<file path="config.mk">
export PLATFORM = sky130hd
export DESIGN_NAME = s27_bist_ctrl
export DESIGN_NICKNAME = d
export VERILOG_FILES = /design/src/rtl/s27_bist_pkg.sv /design/src/rtl/s27_bist_misr.sv /design/src/rtl/s27_bist_ctrl.sv
export SDC_FILE = /design/constraint.sdc
export NUM_CORES = 1
export LEC_CHECK = 0
export ABC_AREA = 1
export BUFFER_PORTS_ARGS = -buffer_cell sky130_fd_sc_hd__buf_2
export CAP_MARGIN = 40
export CORE_MARGIN = 2
export CORE_UTILIZATION = 40
export DETAILED_ROUTE_END_ITERATION = 8
export GPL_ROUTABILITY_DRIVEN = 0
export PLACE_DENSITY = 0.68
export SLEW_MARGIN = 25
export SYNTH_ARGS = -nofsm -noshare
export SYNTH_HDL_FRONTEND = slang
export SYNTH_SLANG_ARGS = --single-unit
</file>
<file path="constraint.sdc">
create_clock -name CK -period 1.4 [get_ports CK]
set_input_delay 0.14 -clock CK [delete_from_list [all_inputs] [get_ports CK]]
set_output_delay 0.14 -clock CK [all_outputs]
set_load 0.005 [all_outputs]
</file>
<file path="src/rtl/s27_bist_pkg.sv">
// Shared types and constants for the s27 BIST controller and its MISR.
// Pattern/signature widths, LFSR taps and MISR polynomial live here so harnesses agree.
package s27_bist_pkg;

    localparam int PAT_W = 4;
    localparam int SIG_W = 8;

    // Feedback taps on l[3] and l[2]: polynomial x^4+x^3+1, period 15.
    localparam logic [PAT_W-1:0] LFSR_TAPS = 4'b1100;
    localparam logic [SIG_W-1:0] MISR_POLY = 8'h1D;

    typedef enum logic [1:0] {
        IDLE   = 2'd0,
        INIT   = 2'd1,
        RUN    = 2'd2,
        FINISH = 2'd3
    } state_t;

    function automatic logic [PAT_W-1:0] lfsr_step(input logic [PAT_W-1:0] l);
        return {l[PAT_W-2:0], ^(l & LFSR_TAPS)};
    endfunction

    function automatic logic [SIG_W-1:0] misr_step(input logic [SIG_W-1:0] m, input logic d);
        return {m[SIG_W-2:0], 1'b0} ^ (m[SIG_W-1] ? MISR_POLY : '0) ^ {{(SIG_W-1){1'b0}}, d};
    endfunction

endpackage

</file>
<file path="src/rtl/s27_bist_misr.sv">
// 8-bit MISR compacting a 1-bit response stream; clear has priority over enable.
// Zero latency from din to state update at the next edge; no backpressure.
module s27_bist_misr
    import s27_bist_pkg::*;
(
    input  logic             clk,
    input  logic             rst,
    input  logic             clr,
    input  logic             en,
    input  logic             din,
    output logic [SIG_W-1:0] sig
);

    always_ff @(posedge clk or posedge rst) begin
        if (rst) begin
            sig <= '0;
        end else if (clr) begin
            sig <= '0;
        end else if (en) begin
            sig <= misr_step(sig, din);
        end
    end

endmodule

</file>
<file path="src/rtl/s27_bist_ctrl.sv">
// BIST tester for s27: LFSR patterns on G0..G3, MISR compaction of G17, golden compare.
// RESP is captured in the same cycle its PAT is presented; START is ignored unless IDLE.
module s27_bist_ctrl
    import s27_bist_pkg::*;
#(
    parameter int unsigned      NUM_PATTERNS = 64,
    parameter int unsigned      INIT_CYCLES  = 4,
    parameter logic [PAT_W-1:0] INIT_VECTOR  = 4'b0000,
    parameter logic [PAT_W-1:0] LFSR_SEED    = 4'b1001,
    parameter logic [SIG_W-1:0] GOLDEN_SIG   = 8'h00
) (
    input  logic             CK,
    input  logic             RST,
    input  logic             START,
    input  logic             ABORT,
    output logic [PAT_W-1:0] PAT,
    input  logic             RESP,
    output logic             BUSY,
    output logic             DONE,
    output logic [SIG_W-1:0] SIGNATURE,
    output logic             PASS
);

    // An all-zero seed would lock the LFSR, so it is replaced.
    localparam logic [PAT_W-1:0] SEED      = (LFSR_SEED == '0) ? 4'b0001 : LFSR_SEED;
    localparam int               ICW       = (INIT_CYCLES > 0) ? $clog2(INIT_CYCLES + 1) : 1;
    localparam logic [ICW-1:0]   INIT_LAST = ICW'((INIT_CYCLES > 0) ? INIT_CYCLES - 1 : 0);
    localparam logic [15:0]      RUN_LAST  = 16'(NUM_PATTERNS - 1);

    state_t           state_q, state_d;
    logic [PAT_W-1:0] pat_q, pat_d;
    logic [PAT_W-1:0] lfsr_q, lfsr_d;
    logic [ICW-1:0]   init_cnt_q, init_cnt_d;
    logic [15:0]      pat_cnt_q, pat_cnt_d;
    logic             busy_q, busy_d;
    logic             done_q, done_d;
    logic             pass_q, pass_d;
    logic             misr_clr;
    logic             misr_en;

    always_ff @(posedge CK or posedge RST) begin
        if (RST) begin
            state_q    <= IDLE;
            pat_q      <= '0;
            lfsr_q     <= SEED;
            init_cnt_q <= '0;
            pat_cnt_q  <= '0;
            busy_q     <= 1'b0;
            done_q     <= 1'b0;
            pass_q     <= 1'b0;
        end else begin
            state_q    <= state_d;
            pat_q      <= pat_d;
            lfsr_q     <= lfsr_d;
            init_cnt_q <= init_cnt_d;
            pat_cnt_q  <= pat_cnt_d;
            busy_q     <= busy_d;
            done_q     <= done_d;
            pass_q     <= pass_d;
        end
    end

    always_comb begin
        state_d    = state_q;
        pat_d      = pat_q;
        lfsr_d     = lfsr_q;
        init_cnt_d = init_cnt_q;
        pat_cnt_d  = pat_cnt_q;
        busy_d     = busy_q;
        done_d     = done_q;
        pass_d     = pass_q;
        misr_clr   = 1'b0;
        misr_en    = 1'b0;

        if (ABORT) begin
            // Signature is left at its partial value for post-mortem inspection.
            state_d = IDLE;
            pat_d   = '0;
            busy_d  = 1'b0;
            done_d  = 1'b0;
            pass_d  = 1'b0;
        end else begin
            case (state_q)
                IDLE: begin
                    if (START) begin
                        done_d     = 1'b0;
                        pass_d     = 1'b0;
                        misr_clr   = 1'b1;
                        lfsr_d     = SEED;
                        busy_d     = 1'b1;
                        init_cnt_d = '0;
                        pat_cnt_d  = '0;
                        if (INIT_CYCLES == 0) begin
                            state_d = RUN;
                            pat_d   = SEED;
                        end else begin
                            state_d = INIT;
                            pat_d   = INIT_VECTOR;
                        end
                    end
                end
                INIT: begin
                    if (init_cnt_q == INIT_LAST) begin
                        state_d = RUN;
                        pat_d   = lfsr_q;
                    end else begin
                        init_cnt_d = init_cnt_q + ICW'(1);
                    end
                end
                RUN: begin
                    misr_en = 1'b1;
                    lfsr_d  = lfsr_step(lfsr_q);
                    if (pat_cnt_q == RUN_LAST) begin
                        state_d = FINISH;
                        pat_d   = '0;
                        busy_d  = 1'b0;
                        done_d  = 1'b1;
                        // Compare against the value the MISR takes on this same edge.
                        pass_d  = (misr_step(SIGNATURE, RESP) == GOLDEN_SIG);
                    end else begin
                        pat_cnt_d = pat_cnt_q + 16'd1;
                        pat_d     = lfsr_step(lfsr_q);
                    end
                end
                FINISH: begin
                    state_d = IDLE;
                end
                default: begin
                    state_d = IDLE;
                end
            endcase
        end
    end

    s27_bist_misr u_misr (
        .clk (CK),
        .rst (RST),
        .clr (misr_clr),
        .en  (misr_en),
        .din (RESP),
        .sig (SIGNATURE)
    );

    assign PAT  = pat_q;
    assign BUSY = busy_q;
    assign DONE = done_q;
    assign PASS = pass_q;

endmodule

</file>
Word level (Yosys, flattened, before mapping)
Index checks and enable logic that the tools add are counted.
{ "word_totals": {"ff_bits": 40, "in_bits": 5, "out_inout_bits": 15, "wordCells": 76} }
{ "op_classes": {"addsub": 2, "n_eq_ne": 11, "mux": 37, "n_bitwise": 3, "n_reduce_logical": 14} }
{ "op_table": {"columns": ["op", "count"], "rows": [
  ["$mux W16", 2],
  ["$pmux W16 S2", 1],
  ["$mux W4", 5],
  ["$add A16 B1 Y16 const B", 1],
  ["$eq A16 B6 Y1 const B", 1],
  ["$mux W8", 2],
  ["$mux W1", 13],
  ["$pmux W4 S3", 1],
  ["$reduce_and A3 Y1", 4],
  ["$ne A3 B3 Y1 const B", 3],
  ["$logic_not A8 Y1", 1],
  ["$mux W2", 4],
  ["$pmux W2 S4", 1],
  ["$pmux W4 S2", 1],
  ["$reduce_and A4 Y1", 2],
  ["$xor A8 B1 Y8", 1],
  ["$xor A8 B8 Y8", 1],
  ["$mux W3", 2],
  ["$ne A2 B2 Y1 const B", 3],
  ["$pmux W1 S2", 3],
  ["$pmux W3 S2", 1],
  ["$reduce_bool A2 Y1", 3],
  ["$mux W5", 1],
  ["$eq A2 B2 Y1 const B", 2],
  ["other kinds (8)", 8]
]} }

Depth between registers and ports, before layout
{ "logic_depth": {"depth_word": 7, "ltp_mapped": 9, "ltp_nobuf": 9} }

Modules after synthesis
Synthesis repeated with hierarchy kept, for this count alone.
{ "unflattened": {"cells_unflattened": 331, "area_unflattened_um2": 2389.8} }
{ "by_module_without_submodules": {"columns": ["mod", "n_inst", "cells_per_inst", "area_each_um2", "seq_area_each_um2"], "rows": [
  ["s27_bist_ctrl", 1, 283, 2016.9, 803.3],
  ["s27_bist_misr", 1, 48, 372.9, 200.2]
]} }

Least setup slack after synthesis
Ideal clock, no wire load.
{ "synth_timing": {"kind": "register to register", "from": "reg state_q[0]", "to": "reg pat_cnt_q[2]", "setup_ns": 0.121, "arrival_time_ns": 1.364, "t_required_ns": 1.279, "path_slack_ns": -0.085, "stages_incl_launch_ff": 10, "n_path_buf": 1, "synth_period_minus_slack_ns": 1.485, "cell_sequence": "dfrtp_1 inv_1 ha_1 nand2_1 nand2_1 a21oi_4 nand2_2 buf_6 nand2_1 o21ai_1"} }
{ "synth_via": {"elab_chain_len": 3, "word_cells_on_any_way": 7, "classes_between": "3 x eq/ne; 1 x mux; 3 x reduce/logical"} }
{ "synth_rtl": {"columns": ["element", "line_no", "rtl"], "rows": [
  ["from (decl)", "s27_bist_ctrl.sv:30", "state_t state_q, state_d;"],
  ["from (signal assigned)", "s27_bist_ctrl.sv:52", "state_q <= state_d;"],
  ["$eq A2 B2 Y1 / $logic_not A2 Y1 (equally long branches)", "s27_bist_ctrl.sv:83", "case (state_q)"],
  ["$ne A2 B2 Y1 (no source line) / $reduce_bool A2 Y1 (equally long branches)", null, null],
  ["$reduce_and A4 Y1 (no source line)", null, null],
  ["to (signal assigned)", "s27_bist_ctrl.sv:56", "pat_cnt_q <= pat_cnt_d;"],
  ["to (decl)", "s27_bist_ctrl.sv:34", "logic [15:0] pat_cnt_q, pat_cnt_d;"]
]} }
Several ways; a longest one is shown, not always the timed one.
A chain may end at the register's enable or synchronous reset.

Worst setup path in the final report
{ "layout_timing": {"from": "reg state_q[0]", "to": "reg pat_cnt_q[1]"} }
The elaborated chain is that of the path after synthesis.

==> reports/metrics.yaml <==
detailed_routing:
  viasPerCell: 5.03
  drcViolationCount: 0
  drt_iter0_markers: 99
  drt_first_pass_iters: 4
  antenna_left: 0
  postRouteWirelength_um: 5750
  vias: 2253
  average_detailed_routed_wire_length_per_instance_um: 12.8
outcome:
  run_status: "finished with violations"
  failing_checks: "negative setup slack"
grt:
  wire_length_of_the_first_global_routing_pass_um: 9720
  antenna_found_initial: 0
  grt.overflow.total: 0
  grt_start_max_net_pins: 41
  global_route.usage.total: 0.190
  first_global_vias: 2145
timing:
  timing_max_transition_violations_final: 0
  timing.final.hold_violations: 0
  max_freq_mhz: 680
  final_min_period_over_clock_period: 1.05
  slew_headroom: 0.773
  finalWorstSetupSlack_ns: -0.0715
  period_needed_ns: 1.47
  worst_clock_skew_ns: 0.0158
  worst_pin_slew_ns: 0.339
  finalSetupViolations: 32
  grt_setup_unrepaired: "yes"
critical_path:
  timing.critical_path.arrival_ns: 1.64
  startpoint_type: "flop"
  data_required_time_at_the_worst_endpoint_ns: 1.57
  setup.worst_path.class: "reg2reg"
  setup.worst_path.end_class: "flop"
  worst-path-max-fanout: 14
clock_tree:
  cts.sink_count: 40
  clk_transition_reported_paths_ns: 0.09
  ctsRootBufferMaster: "sky130_fd_sc_hd__clkbuf_8"
  cts_buffers: 5
  clkLatencyLatePin_ns: 0.30
  cts_tree: "done"
  clock_tree.buffer_depth: 2
  cts_htree_levels: 2
pwr:
  vdd.ir_drop.worst_mv: 1.10
  p_leak_nw: 1.54
  power.density_nw_per_um2: 1610
  finalPower_mw: 5.23
floorplan:
  core_region_area_um2: 5540
  dieArea_um2: 6370
  initial_utilization: 0.415
  floorplan.rows: 27
  dieWidth_um: 79.8
  chipHeight_um: 79.8
  io_pins: 20
synth:
  syn_inst: 308
  ys_async_sr_fraction: 1.00
  postSynth.topFlopCell: "sky130_fd_sc_hd__dfrtp_1"
  yosysUniqueCellTypes: 29
  ys.warnings.count: 0
  syn_area_um2: 2300
  postSynthRegisterBits: 40
  synth_area_per_cell_um2: 7.47
  yosysSeqAreaShare: 0.436
  number_of_synthesized_flops_with_an_enable_pin: 0
  synthesis.nets: 320
finish:
  finalInstanceArea_um2: 3250
  n_antenna_cell: 0
  mostFrequentLayoutCell: "sky130_fd_sc_hd__nand2_1"
  final_core_utilization: 0.587
  syn2layout_area_growth_pct: 41.4
  filler_cell_count: 503
  layout_common_cells: "sky130_fd_sc_hd__nand2_1, sky130_fd_sc_hd__dfrtp_1, sky130_fd_sc_hd__buf_4"
  num-nets-final: 387
  layout-drive-gt1-share: 0.354
flow_run:
  drv_cap: 0
place:
  hpwl_um: 3850
  placed_area_um2: 2800
  place.port_buffers: 19
worst_hold_path:
  hp-class: "in2reg"
[what timing repair did]
action,CTS,global route
gates cloned,1,0
hold buffers,1,0
endpoints found under the setup margin,31,40
pin swaps,7,19
buffers inserted,3,4
hold endpoints to repair,38,0
resized for setup,28,53
[state kept, by name, summed over array words and instances (netlist names)]
register,flops
PAT,4
BUSY,1
DONE,1
pat_cnt_q,16
init_cnt_q,3
u_misr.sig,8
state_q,2
PASS,1
lfsr_q,4
[metal layers]
layer / global-route usage / wire length, µm / up-vias
li1: - / - / 1131
met1: 0.270 / 2680 / 1077
met2: 0.300 / 2790 / 35
met3: 0.0339 / 190 / 10
met4: 0.0508 / 91 / 0
met5: 0 / 0 / -
[power breakdown]
part	internal, mW	switching [mW]	leakage [nW]
clock	0.584	0.437	0.0614
sequential	1.42	0.233	0.541
combinational	1.20	1.36	0.938
[per-stage QoR]
stage | hold slack [ns] | TNS [ns] | setup slack [ns] | instances
2_1_floorplan | 0.307 | -0.352 | -0.0201 | 308
3_3_place_gp | 0.214 | -0.894 | -0.0636 | 431
3_5_place_dp | 0.216 | -1.58 | -0.129 | 431
4_1_cts | 0.158 | -0.185 | -0.0335 | 444
5_1_grt | 0.180 | -4.63 | -0.167 | 448
6_report | 0.158 | -1.14 | -0.0715 | 448
[synth_stat cells (4+ instances only)]
cell,count,area share
sky130_fd_sc_hd__inv_1,31,0.051
sky130_fd_sc_hd__a21oi_1,7,0.015
sky130_fd_sc_hd__dfrtp_1,38,0.41
sky130_fd_sc_hd__xnor2_1,5,0.019
sky130_fd_sc_hd__nand2_1,95,0.16
sky130_fd_sc_hd__ha_1,7,0.038
sky130_fd_sc_hd__xor2_1,4,0.015
sky130_fd_sc_hd__nor2_1,29,0.047
sky130_fd_sc_hd__o21ai_1,16,0.035
sky130_fd_sc_hd__nand4_1,6,0.016
sky130_fd_sc_hd__nand3_1,27,0.059
sky130_fd_sc_hd__o21ai_0,17,0.037
[cell families (layout without fill, tap and decap cells)]
logic type               after synthesis  after routing  synth area share
multiplexers                           1              1           0.00435
flip-flops                            40             40             0.436
AO/OA/AOI/OAI                         48             48             0.116
XOR/XNOR                               9              9            0.0343
AND/OR/NAND/NOR                      163            163             0.295
buffers and inverters                 40            108            0.0756
adder cells (fa/ha/maj)                7              7            0.0381
[cell type report]
| type | instances | area [µm²] | share of cell area |
|---|---|---|---|
| multi-input cells | 228 | 1390 | 0.426 |
| repair buffers | 67 | 526 | 0.162 |
| clock buffers | 6 | 82.6 | 0.0254 |
| inverters | 33 | 126 | 0.0389 |
| flip-flops and latches | 40 | 1000 | 0.309 |
| well taps | 72 | 90.1 | 0.0277 |
| clock inverters | 2 | 38.8 | 0.0119 |
[worst paths after layout]
kind	start	to	slack, ns	depth (start not counted)
setup reg to reg	state_q[0]	pat_cnt_q[1]	-0.07	8
setup / recovery	state_q[0]	pat_cnt_q[1]	-0.07	8
hold / removal	RESP	u_misr.sig[0]	0.16	3
max in group asynchronous	RST	lfsr_q[3]	0.69	4
min in group asynchronous	RST	pat_cnt_q[5]	0.44	4
hold reg to reg	PASS	PASS	0.47	2
[worst max-delay path: stages (launching register included)]
cell                      delay (ns)
sky130_fd_sc_hd__dfrtp_1        0.42
sky130_fd_sc_hd__inv_2          0.13
sky130_fd_sc_hd__ha_4           0.18
sky130_fd_sc_hd__inv_2          0.06
sky130_fd_sc_hd__a21oi_4        0.18
sky130_fd_sc_hd__nand2_4        0.10
sky130_fd_sc_hd__buf_12         0.15
sky130_fd_sc_hd__nand2_1        0.05
sky130_fd_sc_hd__o21ai_1        0.06
Power figures use the tool's default switching activity.
